`config.mk`:
```
export PLATFORM = sky130hd
export DESIGN_NAME = pipe_stage
export DESIGN_NICKNAME = d
export VERILOG_FILES = /design/src/rtl/pipe_stage.sv
export SDC_FILE = /design/constraint.sdc
export NUM_CORES = 1
export LEC_CHECK = 0
export CORE_ASPECT_RATIO = 1.2
export CORE_MARGIN = 2
export CORE_UTILIZATION = 55
export DETAILED_ROUTE_END_ITERATION = 16
export PLACE_DENSITY = 0.9
export SLEW_MARGIN = 20
export SYNTH_ARGS = -nofsm -noshare
export SYNTH_HDL_FRONTEND = slang
export SYNTH_SLANG_ARGS = --single-unit
```
`constraint.sdc`:
```
create_clock -name clk -period 3.7 [get_ports clk]
set_clock_uncertainty 0.15 [all_clocks]
set_input_delay 0.925 -clock clk [delete_from_list [all_inputs] [get_ports clk]]
set_output_delay 0.925 -clock clk [all_outputs]
set_load 0.01 [all_outputs]
```
`src/rtl/pipe_stage.sv`:
```
// Elastic pipeline register with a 2-entry skid buffer, valid/ready handshake,
// stall and flush, plus a saturating counter of cycles the held word was blocked.
module pipe_stage #(
   parameter int DATA_W = 64,
   parameter int CNT_W  = 16
) (
   input  logic              clk,
   input  logic              rst,
   input  logic              flush_i,
   input  logic              stall_i,
   input  logic              in_valid_i,
   output logic              in_ready_o,
   input  logic [DATA_W-1:0] in_data_i,
   output logic              out_valid_o,
   input  logic              out_ready_i,
   output logic [DATA_W-1:0] out_data_o,
   output logic [1:0]        occupancy_o,
   input  logic              clr_cnt_i,
   output logic [CNT_W-1:0]  stall_cnt_o
);

   typedef enum logic [1:0] {
      ST_EMPTY = 2'd0,
      ST_ONE   = 2'd1,
      ST_FULL  = 2'd2
   } state_t;

   localparam logic [CNT_W-1:0] CNT_MAX = '1;
   localparam logic [CNT_W-1:0] CNT_ONE = CNT_W'(1);

   state_t              r_state;
   logic                r_in_ready;
   logic [DATA_W-1:0]   r_main;
   logic [DATA_W-1:0]   r_skid;
   logic [CNT_W-1:0]    r_stall_cnt;

   logic                w_main_valid;
   logic                w_push;
   logic                w_pop;
   logic                w_blocked;

   assign w_main_valid = (r_state != ST_EMPTY);
   assign w_push       = in_valid_i & r_in_ready;
   assign w_pop        = out_valid_o & out_ready_i;
   assign w_blocked    = w_main_valid & (stall_i | ~out_ready_i);

   assign out_valid_o  = w_main_valid & ~stall_i;
   assign out_data_o   = r_main;
   assign in_ready_o   = r_in_ready;
   assign occupancy_o  = r_state;
   assign stall_cnt_o  = r_stall_cnt;

   // Occupancy FSM: ready is registered, so it is computed from the next state here.
   always_ff @(posedge clk or negedge rst) begin
      if (!rst) begin
         r_state    <= ST_EMPTY;
         r_in_ready <= 1'b0;
         r_main     <= '0;
         r_skid     <= '0;
      end else if (flush_i) begin
         r_state    <= ST_EMPTY;
         r_in_ready <= 1'b1;
      end else begin
         case (r_state)
            ST_EMPTY: begin
               r_in_ready <= 1'b1;
               if (w_push) begin
                  r_state <= ST_ONE;
                  r_main  <= in_data_i;
               end
            end
            ST_ONE: begin
               if (w_push && !w_pop) begin
                  r_state    <= ST_FULL;
                  r_skid     <= in_data_i;
                  r_in_ready <= 1'b0;
               end else if (w_push && w_pop) begin
                  r_main     <= in_data_i;
                  r_in_ready <= 1'b1;
               end else if (w_pop) begin
                  r_state    <= ST_EMPTY;
                  r_in_ready <= 1'b1;
               end else begin
                  r_in_ready <= 1'b1;
               end
            end
            ST_FULL: begin
               // Ready is low here, so only a pop can move the skid word forward.
               if (w_pop) begin
                  r_state    <= ST_ONE;
                  r_main     <= r_skid;
                  r_in_ready <= 1'b1;
               end else begin
                  r_in_ready <= 1'b0;
               end
            end
            default: begin
               r_state    <= ST_EMPTY;
               r_in_ready <= 1'b1;
            end
         endcase
      end
   end

   // Saturating blocked-cycle counter; clear wins over increment, flush is ignored.
   always_ff @(posedge clk or negedge rst) begin
      if (!rst) begin
         r_stall_cnt <= '0;
      end else if (clr_cnt_i) begin
         r_stall_cnt <= '0;
      end else if (w_blocked && (r_stall_cnt != CNT_MAX)) begin
         r_stall_cnt <= r_stall_cnt + CNT_ONE;
      end else begin
         r_stall_cnt <= r_stall_cnt;
      end
   end

endmodule

```
==> results by group <==
Synthesis
  – Post-synthesis sequential area ratio: 0.5198
  – Synthesized area per cell: 15.03 µm²
  – Mapped cell area: 7077 µm²
  – FF+latch count, synth: ~150
  – Syn Nets: around 550
  – YS warnings: 0
  – Post-synthesis cell count: 471
  – Cell variety after synth: 42

Final layout
  – Fillcell total: 816
  – Finished Layout Cells: 801
  – # nets final: 700
  – Post-route cell area: just over 9000 µm²
  – Area grow syn2layout: 30.83%
  – Antenna cells: 0
  – Layout Utilization: 0.7341
  – Share of post-route cells with drive strength above 1: 0.3862

Floorplan
  – # IOs: 155
  – DIE AREA: roughly 14000 µm²
  – Rows: 45
  – Die boundary height: between 100 and 150 µm
  – Core area: around 13000 µm²
  – Initial core utilization: 0.5611
  – Die W: between 100 and 150 µm

Setup path
  – Peak fanout along the critical path: 3
  – Worst setup EP type: output pin
  – CP startpoint kind: input pin
  – Critical Path AT: roughly 2100 ps
  – WS Path Type: in2out
  – WP data required: about 2600 ps

Placement
  – Post-DP HPWL: 10.09 mm
  – GPL Wtd Cong: slightly below 0.8
  – Placement Setup Slack: roughly 430 ps
  – Placed inst area: 8727 µm²
  – Port Buf Inserts: approximately 150
  – Dpl cells: 769

Global route
  – Initial antenna violation count: 0
  – Total GRT Usage: 0.2292
  – Grt total ovfl: 0
  – First-pass GRT wire length: ~24 mm
  – Largest net degree at the start of global routing: between 70 and 80
  – Number of global-route vias before repair: roughly 4700

Timing
  – Fmax: around 310 MHz
  – Min Clock Period, post-route: between 3000 and 4000 ps
  – Post-route setup slack: between 400 and 500 ps
  – Hold Fails Final Rpt: 0
  – Slew Viols, Final: 0
  – Rel. slew slack: 0.3605
  – RSZ-0062 raised after global routing: no
  – Setup total negative slack: 0 ps
  – WHS: 353.4 ps
  – Slew @ Worst Pin: ~950 ps
  – Tcrit/Tclk final: 0.8682
  – Final setup violation count: 0

CTS
  – H-tree depth: 4
  – CTS root buffer: clkbuf_16
  – Setup Fix Bufs, Post-CTS: 0
  – Clock sink count: around 150
  – CTS Buffer Depth: 2
  – Worst-skew pair later-pin latency: ~430 ps
  – TritonCTS clock tree: built
  – Hold buffer count at cts: 0
  – Num CTS Buffers: 17
  – CTS resizes: 0
  – Reg clk slew, reported paths: ~60 ps

Routing
  – Initial DRC Count: 179
  – WL/cell: 18.98 µm
  – WL final: around 15 mm
  – ANT nets after route: 0
  – Vias per Instance: between 5 and 6
  – First-pass DRT Iterations: 4
  – Number of remaining DRC errors: 0
  – DR vias: around 4500

Job
  – Maxcap violations: 0

Power and ir drop
  – Leak pwr: 3.882 nW
  – Worst vdd ir: roughly 0.00042 V
  – Overall power: around 7 mW
  – Power per cell area: 772.1 nW/µm²

Status
  – Status: completed

Min path
  – Worst min-delay path class: in2async
[flip-flops by register name (all words and copies together), names as in the netlist]
| register | cells |
|---|---|
| occupancy_o | 2 |
| out_data_o | 64 |
| r_skid | 64 |
| in_ready_o | 1 |
| stall_cnt_o | 16 |
[power by group]
group | total (mW) | switching (mW) | internal, mW
logic | 2.83 | 0.986 | 1.84
registers | 2.78 | 0.428 | 2.35
clock network | 1.54 | 0.674 | 0.871
total | 7.15 | 2.09 | 5.06
[synth_stat cells, drive strengths merged]
cell	number	area, µm²
buf	19	185.2
clkbuf	7	26.28
nor4	4	40.04
nand2	6	22.52
dfrtp	147	3679
mux2i	2	20.02
nor3b	2	26.28
o22a	1	10.01
or3	1	6.260
or4	10	75.07
and2b	1	8.760
o21bai	2	15.01
and3	3	20.02
inv	3	11.26
a21oi	15	78.83
o31ai	11	96.34
nor4b	1	8.760
nor2b	4	25.02
nor2	7	26.28
or3b	1	8.760
and2	2	12.51
ha	5	62.56
mux2	195	2455
nand2b	3	28.78
o21ai	4	20.02
nand4	5	37.53
o211ai	1	21.27
nand3	8	40.04
nor3	1	10.01
[logic make-up after synthesis]
kind of cell | synth area share
AOI/OAI and AO/OA | 0.03412
adders and majority gates | 0.008840
buffers and inverters | 0.03147
DFF | 0.5198
muxes | 0.3497
and+or+nand+nor | 0.05605
[worst paths after layout]
kind | startpoint | end | slack, ps | cells past startpoint
setup / recovery | stall_i | out_valid_o | 490 | 3
hold / removal | rst | r_skid[45] | 350 | 1
setup reg to reg | occupancy_o[0] | out_data_o[51] | 940 | 6
hold reg to reg | out_data_o[28] | out_data_o[28] | 350 | 1
max in group asynchronous | rst | stall_cnt_o[4] | 2190 | 2
min in group clk | out_data_o[28] | out_data_o[28] | 350 | 1
[worst max-delay path, cell delays in order]
cell and delay (ps):
clkdlybuf4s50_1 490, nor2_1 140, clkdlybuf4s50_1 580
[cells in the final DEF, fill, tap and decap left out, types with 2 or more instances in the layout]
master             n
buf_4              2
dfrtp_1          147
or4_1             10
mux2_4            69
and2_1             2
clkdlybuf4s50_1  153
nand2_1            6
mux2i_1            2
o31ai_1           10
clkbuf_16         17
clkinvlp_4         7
inv_1              3
mux2_2           126
o21ai_0            2
nor4_1             3
nand4_1            4
o21ai_1            2
nor2b_1            4
nor2_1             7
and3_1             2
nand3_1            8
o21bai_1           2
clkbuf_1           2
a21oi_1           14
buf_12             4
ha_1               4
clkinv_2           3
[final cells by class]
| cell class | instances | area, µm² | share of cell area |
|---|---|---|---|
| clock inverters | 12 | 85.08 | 0.009189 |
| clock buffers | 20 | 446.7 | 0.04824 |
| repair buffers | 160 | 1638 | 0.1769 |
| well taps | 164 | 205.2 | 0.02216 |
| multi-input cells | 295 | 3194 | 0.3450 |
| flip-flops and latches | 147 | 3679 | 0.3973 |
| inverters | 3 | 11.26 | 0.001216 |
[metal layers]
metal | global-route usage | up-vias | routed length (µm)
li1 | - | 2027 | -
met1 | 0.2789 | 2266 | 6167
met2 | 0.3855 | 138 | 7914
met3 | 0.05796 | 33 | 753
met4 | 0.09955 | 0 | 366
met5 | 0 | - | 0
Note: power is estimated with default switching activity, not from simulation.
